`src/rtl/fpu_pkg.sv`:
```
// fpu_pkg: shared opcode, latency and writeback-slot definitions for the FPU scheduler
package fpu_pkg;

   localparam int TAG_W   = 5;
   localparam int LAT_ADD = 2;
   localparam int LAT_MUL = 3;
   localparam int LAT_DIV = 8;
   localparam int LAT_CMP = 1;

   localparam int LAT_AM = (LAT_ADD > LAT_MUL) ? LAT_ADD : LAT_MUL;
   localparam int LAT_DC = (LAT_DIV > LAT_CMP) ? LAT_DIV : LAT_CMP;
   localparam int RESV_D = (LAT_AM > LAT_DC) ? LAT_AM : LAT_DC;

   typedef enum logic [2:0] {
      ADD = 3'd0,
      SUB = 3'd1,
      MUL = 3'd2,
      DIV = 3'd3,
      EQ  = 3'd4,
      LT  = 3'd5,
      LE  = 3'd6,
      ILL = 3'd7
   } fpu_op_t;

   typedef struct packed {
      logic             valid;
      fpu_op_t          op;
      logic [TAG_W-1:0] tag;
      logic             illegal;
   } wb_slot_t;

   function automatic logic [3:0] fpu_lat(fpu_op_t op);
      return (op == ADD || op == SUB) ? 4'(LAT_ADD) :
             (op == MUL)              ? 4'(LAT_MUL) :
             (op == DIV)              ? 4'(LAT_DIV) : 4'(LAT_CMP);
   endfunction

endpackage

```
`src/rtl/fpu_wb_resv.sv`:
```
// fpu_wb_resv: writeback reservation shift register; slot i writes back i cycles from now
module fpu_wb_resv
   import fpu_pkg::*;
(
   input  logic     clk,
   input  logic     rst,
   input  logic     flush,
   input  logic     ins_valid,
   input  logic [3:0] ins_lat,
   input  wb_slot_t ins_slot,
   input  logic [3:0] qry_lat,
   output logic     qry_busy,
   output wb_slot_t head
);

   wb_slot_t slot_q [RESV_D];
   wb_slot_t slot_d [RESV_D];

   // Shift toward the head; a new op lands at lat-1 so it reaches slot 0 exactly lat cycles later
   always_comb begin
      qry_busy = 1'b0;
      head     = slot_q[0];
      for (int i = 0; i < RESV_D; i++) begin
         slot_d[i] = (i < RESV_D - 1) ? slot_q[(i + 1) % RESV_D] : '0;
         if (ins_valid && ins_lat == 4'(i + 1))
            slot_d[i] = ins_slot;
         if (flush)
            slot_d[i] = '0;
         qry_busy = qry_busy | (qry_lat == 4'(i) && slot_q[i].valid);
      end
   end

   // Slot state register
   always_ff @(posedge clk or posedge rst) begin
      if (rst) begin
         for (int i = 0; i < RESV_D; i++)
            slot_q[i] <= '0;
      end else begin
         for (int i = 0; i < RESV_D; i++)
            slot_q[i] <= slot_d[i];
      end
   end

endmodule

```
`src/rtl/fpu_sched.sv`:
```
// fpu_sched: FPU issue/writeback scheduler with writeback collision avoidance and divider serialisation
module fpu_sched
   import fpu_pkg::*;
(
   input  logic             clk,
   input  logic             rst,
   input  logic             req_valid,
   output logic             req_ready,
   input  logic [2:0]       req_op,
   input  logic [TAG_W-1:0] req_tag,
   input  logic             flush,
   output logic             dp_issue,
   output logic [2:0]       dp_op,
   output logic             wb_valid,
   output logic [2:0]       wb_op,
   output logic [TAG_W-1:0] wb_tag,
   output logic             wb_illegal,
   output logic             div_busy,
   output logic [3:0]       inflight
);

   fpu_op_t    op;
   logic [3:0] lat;
   logic       qry_busy;
   wb_slot_t   ins_slot;
   wb_slot_t   head;
   logic [3:0] div_cnt_q, div_cnt_d;
   logic [3:0] inflight_q, inflight_d;

   assign op  = fpu_op_t'(req_op);
   assign lat = fpu_lat(op);

   fpu_wb_resv u_resv (
      .clk       (clk),
      .rst       (rst),
      .flush     (flush),
      .ins_valid (dp_issue),
      .ins_lat   (lat),
      .ins_slot  (ins_slot),
      .qry_lat   (lat),
      .qry_busy  (qry_busy),
      .head      (head)
   );

   // Handshake, writeback decode and next-state for the divider and inflight counters
   always_comb begin
      div_busy   = div_cnt_q != 4'd0;
      req_ready  = ~rst & ~flush & ~qry_busy & ~(op == DIV && div_busy);
      dp_issue   = req_valid & req_ready;
      dp_op      = dp_issue ? req_op : 3'd0;
      ins_slot   = '{valid: 1'b1, op: op, tag: req_tag, illegal: op == ILL};
      wb_valid   = head.valid & ~flush;
      wb_op      = wb_valid ? head.op : 3'd0;
      wb_tag     = wb_valid ? head.tag : '0;
      wb_illegal = wb_valid & head.illegal;
      inflight   = inflight_q;
      div_cnt_d  = flush                    ? 4'd0 :
                   (dp_issue && op == DIV)  ? 4'(LAT_DIV - 1) :
                   div_busy                 ? div_cnt_q - 4'd1 : div_cnt_q;
      inflight_d = flush ? 4'd0 : inflight_q + {3'd0, dp_issue} - {3'd0, wb_valid};
   end

   // Counter registers
   always_ff @(posedge clk or posedge rst) begin
      if (rst) begin
         div_cnt_q  <= 4'd0;
         inflight_q <= 4'd0;
      end else begin
         div_cnt_q  <= div_cnt_d;
         inflight_q <= inflight_d;
      end
   end

endmodule

```
`config.mk`:
```
export PLATFORM = sky130hd
export DESIGN_NAME = fpu_sched
export DESIGN_NICKNAME = d
export VERILOG_FILES = /design/src/rtl/fpu_pkg.sv /design/src/rtl/fpu_wb_resv.sv /design/src/rtl/fpu_sched.sv
export SDC_FILE = /design/constraint.sdc
export NUM_CORES = 1
export LEC_CHECK = 0
export BUFFER_PORTS_ARGS = -buffer_cell sky130_fd_sc_hd__buf_2
export CORE_MARGIN = 2
export CORE_UTILIZATION = 50
export CTS_CLUSTER_DIAMETER = 40
export DETAILED_ROUTE_END_ITERATION = 10
export PLACE_DENSITY = 0.69
export RECOVER_POWER = 50
export SYNTH_ARGS = -nofsm -noshare
export SYNTH_HDL_FRONTEND = slang
export SYNTH_SLANG_ARGS = --single-unit
```
`constraint.sdc`:
```
create_clock -name clk -period 5.45 [get_ports clk]
set_clock_uncertainty 0.05 [all_clocks]
set_input_delay 1.09 -clock clk [delete_from_list [all_inputs] [get_ports clk]]
set_output_delay 1.09 -clock clk [all_outputs]
set_load 0.01 [all_outputs]
```
# Yosys cells after proc, flatten, opt, wreduce, memory -nomap -nowiden
# Cells that the tools add are included.
# totals
output_inout_bits	20
inputBits	12
regBits	88
# op_classes
n_eq_ne	12
muxes	26
bitwise_logic	17
n_addsub	3
reduce_logical	23
# ops
cell	n
two-way mux 10 bit	16
two-way mux 4 bit	7
logical AND 1 bit	18
equality test 4 x 3 -> 1 bit, second input constant	4
equality test 4 x 2 -> 1 bit, second input constant	2
bitwise OR 1 bit	7
bitwise AND 1 bit	6
equality test 3 x 2 -> 1 bit, second input constant	2
two-way mux 3 bit	2
two-way mux 5 bit	1
adder 4 x 1 -> 4 bit	1
equality test 4 x 1 -> 1 bit, second input constant	1
equality test 4 bit, second input constant	1
logical NOT 4 bit	1
NOT 1 bit	4
nonzero test 4 bit	1
subtractor 4 x 1 -> 4 bit	1
subtractor 4 x 1 -> 4 bit, second input constant	1
equality test 3 x 1 -> 1 bit, second input constant	1
equality test 3 bit, second input constant	1
logical NOT 3 bit	1
nonzero test 3 bit	1
logical OR 1 bit	1

# Logic depth before layout (Yosys ltp)
# logic_depth
depth_word	20
ltp_mapped	10

# Cells and area by module
# Synthesis repeated with hierarchy kept, for this count alone.
# hier_totals
cells_unflattened	451
area_unflattened_um2	4240.3
# by_module_without_submodules
mod	instances	cells_per_inst	area_per_inst_um2	seq_area_each_um2
fpu_wb_resv	1	379	3573.4	2001.9
fpu_sched	1	72	666.9	200.2

# Worst setup path before layout
# OpenSTA, ideal clock, no wires.
# synth_timing
path_type	input port to output port
from	in req_op[2]
to	out dp_issue
path_buffers	2
t_arrival_ps	2278
t_required_ps	4310
path_slack_ps	2032
stages	5
cell_sequence	clkbuf_1 a211oi_2 nand3_1 buf_2 a211oi_1
# synth_via
elab_chain_cells	17
# synth_lines
element	line_no	source
from (decl)	fpu_sched.sv:9	input logic [2:0] req_op,
equality test 3 x 2 -> 1 bit	fpu_pkg.sv:35, fpu_sched.sv:48	
two-way mux 4 bit	fpu_pkg.sv:35	(op == DIV) ? 4'(LAT_DIV) : 4'(LAT_CMP);
two-way mux 4 bit	fpu_pkg.sv:34	(op == MUL) ? 4'(LAT_MUL) :
two-way mux 4 bit	fpu_pkg.sv:33	return (op == ADD || op == SUB) ? 4'(LAT_ADD) :
equality test 4 x 1 -> 1 bit or logical NOT 4 bit (tied branches)	fpu_wb_resv.sv:29	qry_busy = qry_busy | (qry_lat == 4'(i) && slot_q[i].valid);
logical AND 1 bit	fpu_wb_resv.sv:29	
bitwise OR 1 bit (7 in a row)	fpu_wb_resv.sv:29	
NOT 1 bit	fpu_sched.sv:48	req_ready = ~rst & ~flush & ~qry_busy & ~(op == DIV && div_busy);
bitwise AND 1 bit	fpu_sched.sv:48	
bitwise AND 1 bit (*)	fpu_sched.sv:48	
bitwise AND 1 bit (*)	fpu_sched.sv:49	dp_issue = req_valid & req_ready;
to (decl)	fpu_sched.sv:12	output logic dp_issue,
# Mark *: on every way between the ends. The rest lies on a longest branch, timed or not.

# Final worst setup path
# Same ends and word-level chain as after synthesis.

==> flow_summary.ini <==
[min_path]
hold_class = flop to flop
hp-start = u_resv.slot_q[10]

[power]
power_density_mw_per_mm2 = 346
clkPwrFrac_pct = 37.5
switchingPower_mw = 0.348
power_leakage_nw = 1.94
seqPwrFrac_pct = 50.0
p_comb_share_pct = 12.5
ir_drop_v = 0.000147
power.share.switching_pct = 25.3
cellInternalPower_mw = 1.03

[detailed_routing]
routed_wl_um = 5800
ant_nets = 0
vias = 2168
drtIter0Drc = 74
routed_via_density = 5.01
wl_per_cell_um = 13.4
firstDrtPassIters = 4
drc = 0

[synth]
syn_inst = 308
synth-edff-count = 0
ys_seq_elements = 88
async_flop_share_pct = 100
synth_flop_cell = dfrtp_1
yosysSeqAreaShare_pct = 61.8
yosysUniqueCellTypes = 41
synthesis.area_mm2 = 0.00356
syn_area_per_cell_um2 = 11.6
yosysWarnings = 0

[cells_and_area]
fin_cells = 433
antennaDiodeCount = 0
final_common_cell = dfrtp_1
final_cell_mix = 88 x dfrtp_1, 44 x nor2b_1, 28 x buf_2, 19 x a21oi_1, 16 x inv_1
multi_input_area_mm2 = 0.00119
syn_to_final_growth_pct = 11.9
regArea_mm2 = 0.00220
drive_gt1_share_pct = 16.3
finalNetCount = 351
n_fill_cell = 580

[setup_path]
cp-startpoint = req_op[2]
r2r_cells = 6
start_kind = input pin
end_kind = output pin
crit_slowest_cell = a211oi_1
crit_end = dp_issue
crit_cells = 5
crit_type = input pin to output pin
worstPathBufferInverterCount = 2
r2r_start = u_resv.slot_q[69]
worstPathArrival_ns = 3.11
reg2reg_to = inflight[1]
critPathMostFrequentCell = a211oi_1
cp_top_family = compound AO/OA/AOI/OAI gates
worstPathRequired_ns = 4.31
slowest_delay_ns = 0.61
crit_chain = clkbuf_1 > a211oi_1 > nand3_1 > a211oi_1 > buf_2
path_max_fanout = 12
r2r_slack_ns = 2.45

[status]
violations = capacitance limit, slew limit
status = complete, but fails checks

[place]
gp_congestion = 0.782
portBuffers = 31
dp_hpwl_um = 3530
dp_cells = 417

[grt]
grt_overflow = 0
grt_pass1_vias = 2047
grtUsageMet3_pct = 4.38
grt_use_total_pct = 16.2
grt_max_degree = 85
top_usage_layer = met2
grt_use_met2_pct = 24.5
grt_pass1_wl_um = 9520
grtUsageMet1_pct = 21.6
antenna_found_initial = 0

[sta]
fin_crit_ns = 4.25
slew_viol_final = 55
finalSetupViolCount = 0
hold_viol_final = 0
fin_tns_setup_ns = 0
rsz0062_at_grt = false
worst_pin_slew_ns = 2.34
period_share_pct = 78.1
fmax_mhz = 235
max-slew-margin-rel_pct = -57.0

[floorplanning]
start_util_pct = 52.1
fp.dieW_um = 88.4
num_io_pins = 32
die_h_um = 88.4
die-area_mm2 = 0.00782
std_cell_rows = 30
core_area_mm2 = 0.00683

[cts]
cts_sinks = 88
cts_max_path_buffers = 2
cts_resized = 0
tritoncts = done
cts_root_buffer = clkbuf_8
cts_made_buffers = 9
hold_buffers = 0
cts_setup_buffers = 0
clk_latency_ns = 0.35
cts.clk_slew.worst_paths_ns = 0.09
cts_htree_levels = 3

[run]
maxCapViolations = 1
[per-layer routing]
metal	routed length [um]	vias to the layer above	part of all wire [%]
li1	-	1059	-
met2	2660	37	46
met5	0	-	0
met4	78	0	1.3
met1	2860	1064	49
met3	202	8	3.5
[cell families after synthesis]
family / after synthesis / synth area share (%)
AO/OA/AOI/OAI: 44 / 7.24
XOR/XNOR: 3 / 0.738
adder cells (fa/ha/maj): 7 / 2.67
buffers and inverters: 38 / 4.60
flip-flops: 88 / 61.8
multiplexers: 6 / 1.69
other: 1 / 0.105
AND/OR/NAND/NOR: 121 / 21.1
[worst min-delay path by stage]
stage,endpoint,slack (ns),cells after the start
2_1_floorplan,u_resv.head[8],0.39,2
5_1_grt,u_resv.slot_q[43],0.43,1
3_5_place_dp,u_resv.slot_q[42],0.40,1
4_1_cts,u_resv.slot_q[43],0.42,1
3_3_place_gp,u_resv.slot_q[31],0.39,1
6_report,u_resv.slot_q[20],0.41,1
[cells in the mapped netlist (3+ instances only)]
| master | n | area [um2] |
|---|---|---|
| nand2b_1 | 11 | 68.8 |
| nor3b_1 | 4 | 30.0 |
| ha_1 | 6 | 75.1 |
| mux2i_1 | 6 | 60.1 |
| inv_1 | 17 | 63.8 |
| dfrtp_1 | 88 | 2200 |
| clkbuf_1 | 14 | 52.6 |
| nor3b_2 | 5 | 62.6 |
| nor2b_1 | 44 | 275 |
| a21oi_1 | 19 | 95.1 |
| nand3_1 | 14 | 70.1 |
| and2_1 | 9 | 56.3 |
| nor2_1 | 11 | 41.3 |
| buf_2 | 5 | 25.0 |
| o21ai_1 | 4 | 20.0 |
| o21ai_0 | 11 | 55.1 |
| nor3_1 | 8 | 40.0 |
| nand4_1 | 3 | 18.8 |
[registers in the layout (all words and copies together), names as in the netlist]
name	count
div_cnt_q	4
u_resv.slot_q	70
u_resv.head	10
inflight	4
[power by group through the flow]
stage | clock (mW) | combinational, mW | sequential, mW
floorplan | 0 | 0.130 | 0.702
global placement | 0 | 0.171 | 0.701
detailed placement | 0 | 0.176 | 0.702
CTS | 0.525 | 0.176 | 0.689
global route | 0.556 | 0.197 | 0.692
finish | 0.516 | 0.173 | 0.689
[worst register-to-register path: stages (launching register included)]
cell and delay [ns]:
dfrtp_1 0.41, a211oi_1 0.60, nand3_1 0.51, a211oi_1 0.49
ha_1 0.25, fa_1 0.42, nor2b_1 0.14
[metrics by stage]
step / area (um2) / power, mW / utilization [%] / worst slack [ns] / hold slack (ns)
final: 3990 / 1.38 / 58.4 / 1.20 / 0.413
after global routing: 3990 / 1.44 / 58.4 / 0.935 / 0.429
after CTS: 4000 / 1.39 / 58.5 / 1.50 / 0.417
after detailed placement: 3760 / 0.877 / 55.0 / 1.54 / 0.398
after global placement: 3760 / 0.872 / 55.0 / 1.58 / 0.391
after floorplan: 3570 / 0.832 / - / 2.03 / 0.388
[final cells by class]
cell class	instances	area share, %
Clock buffer	11	3.80
Clock inverter	5	2.17
Inverter	17	1.63
Multi-Input combinational cell	183	30.0
Sequential cell	88	55.2
Tap cell	96	3.01
Timing Repair Buffer	33	4.17
Note: power is estimated with default switching activity, not from simulation.
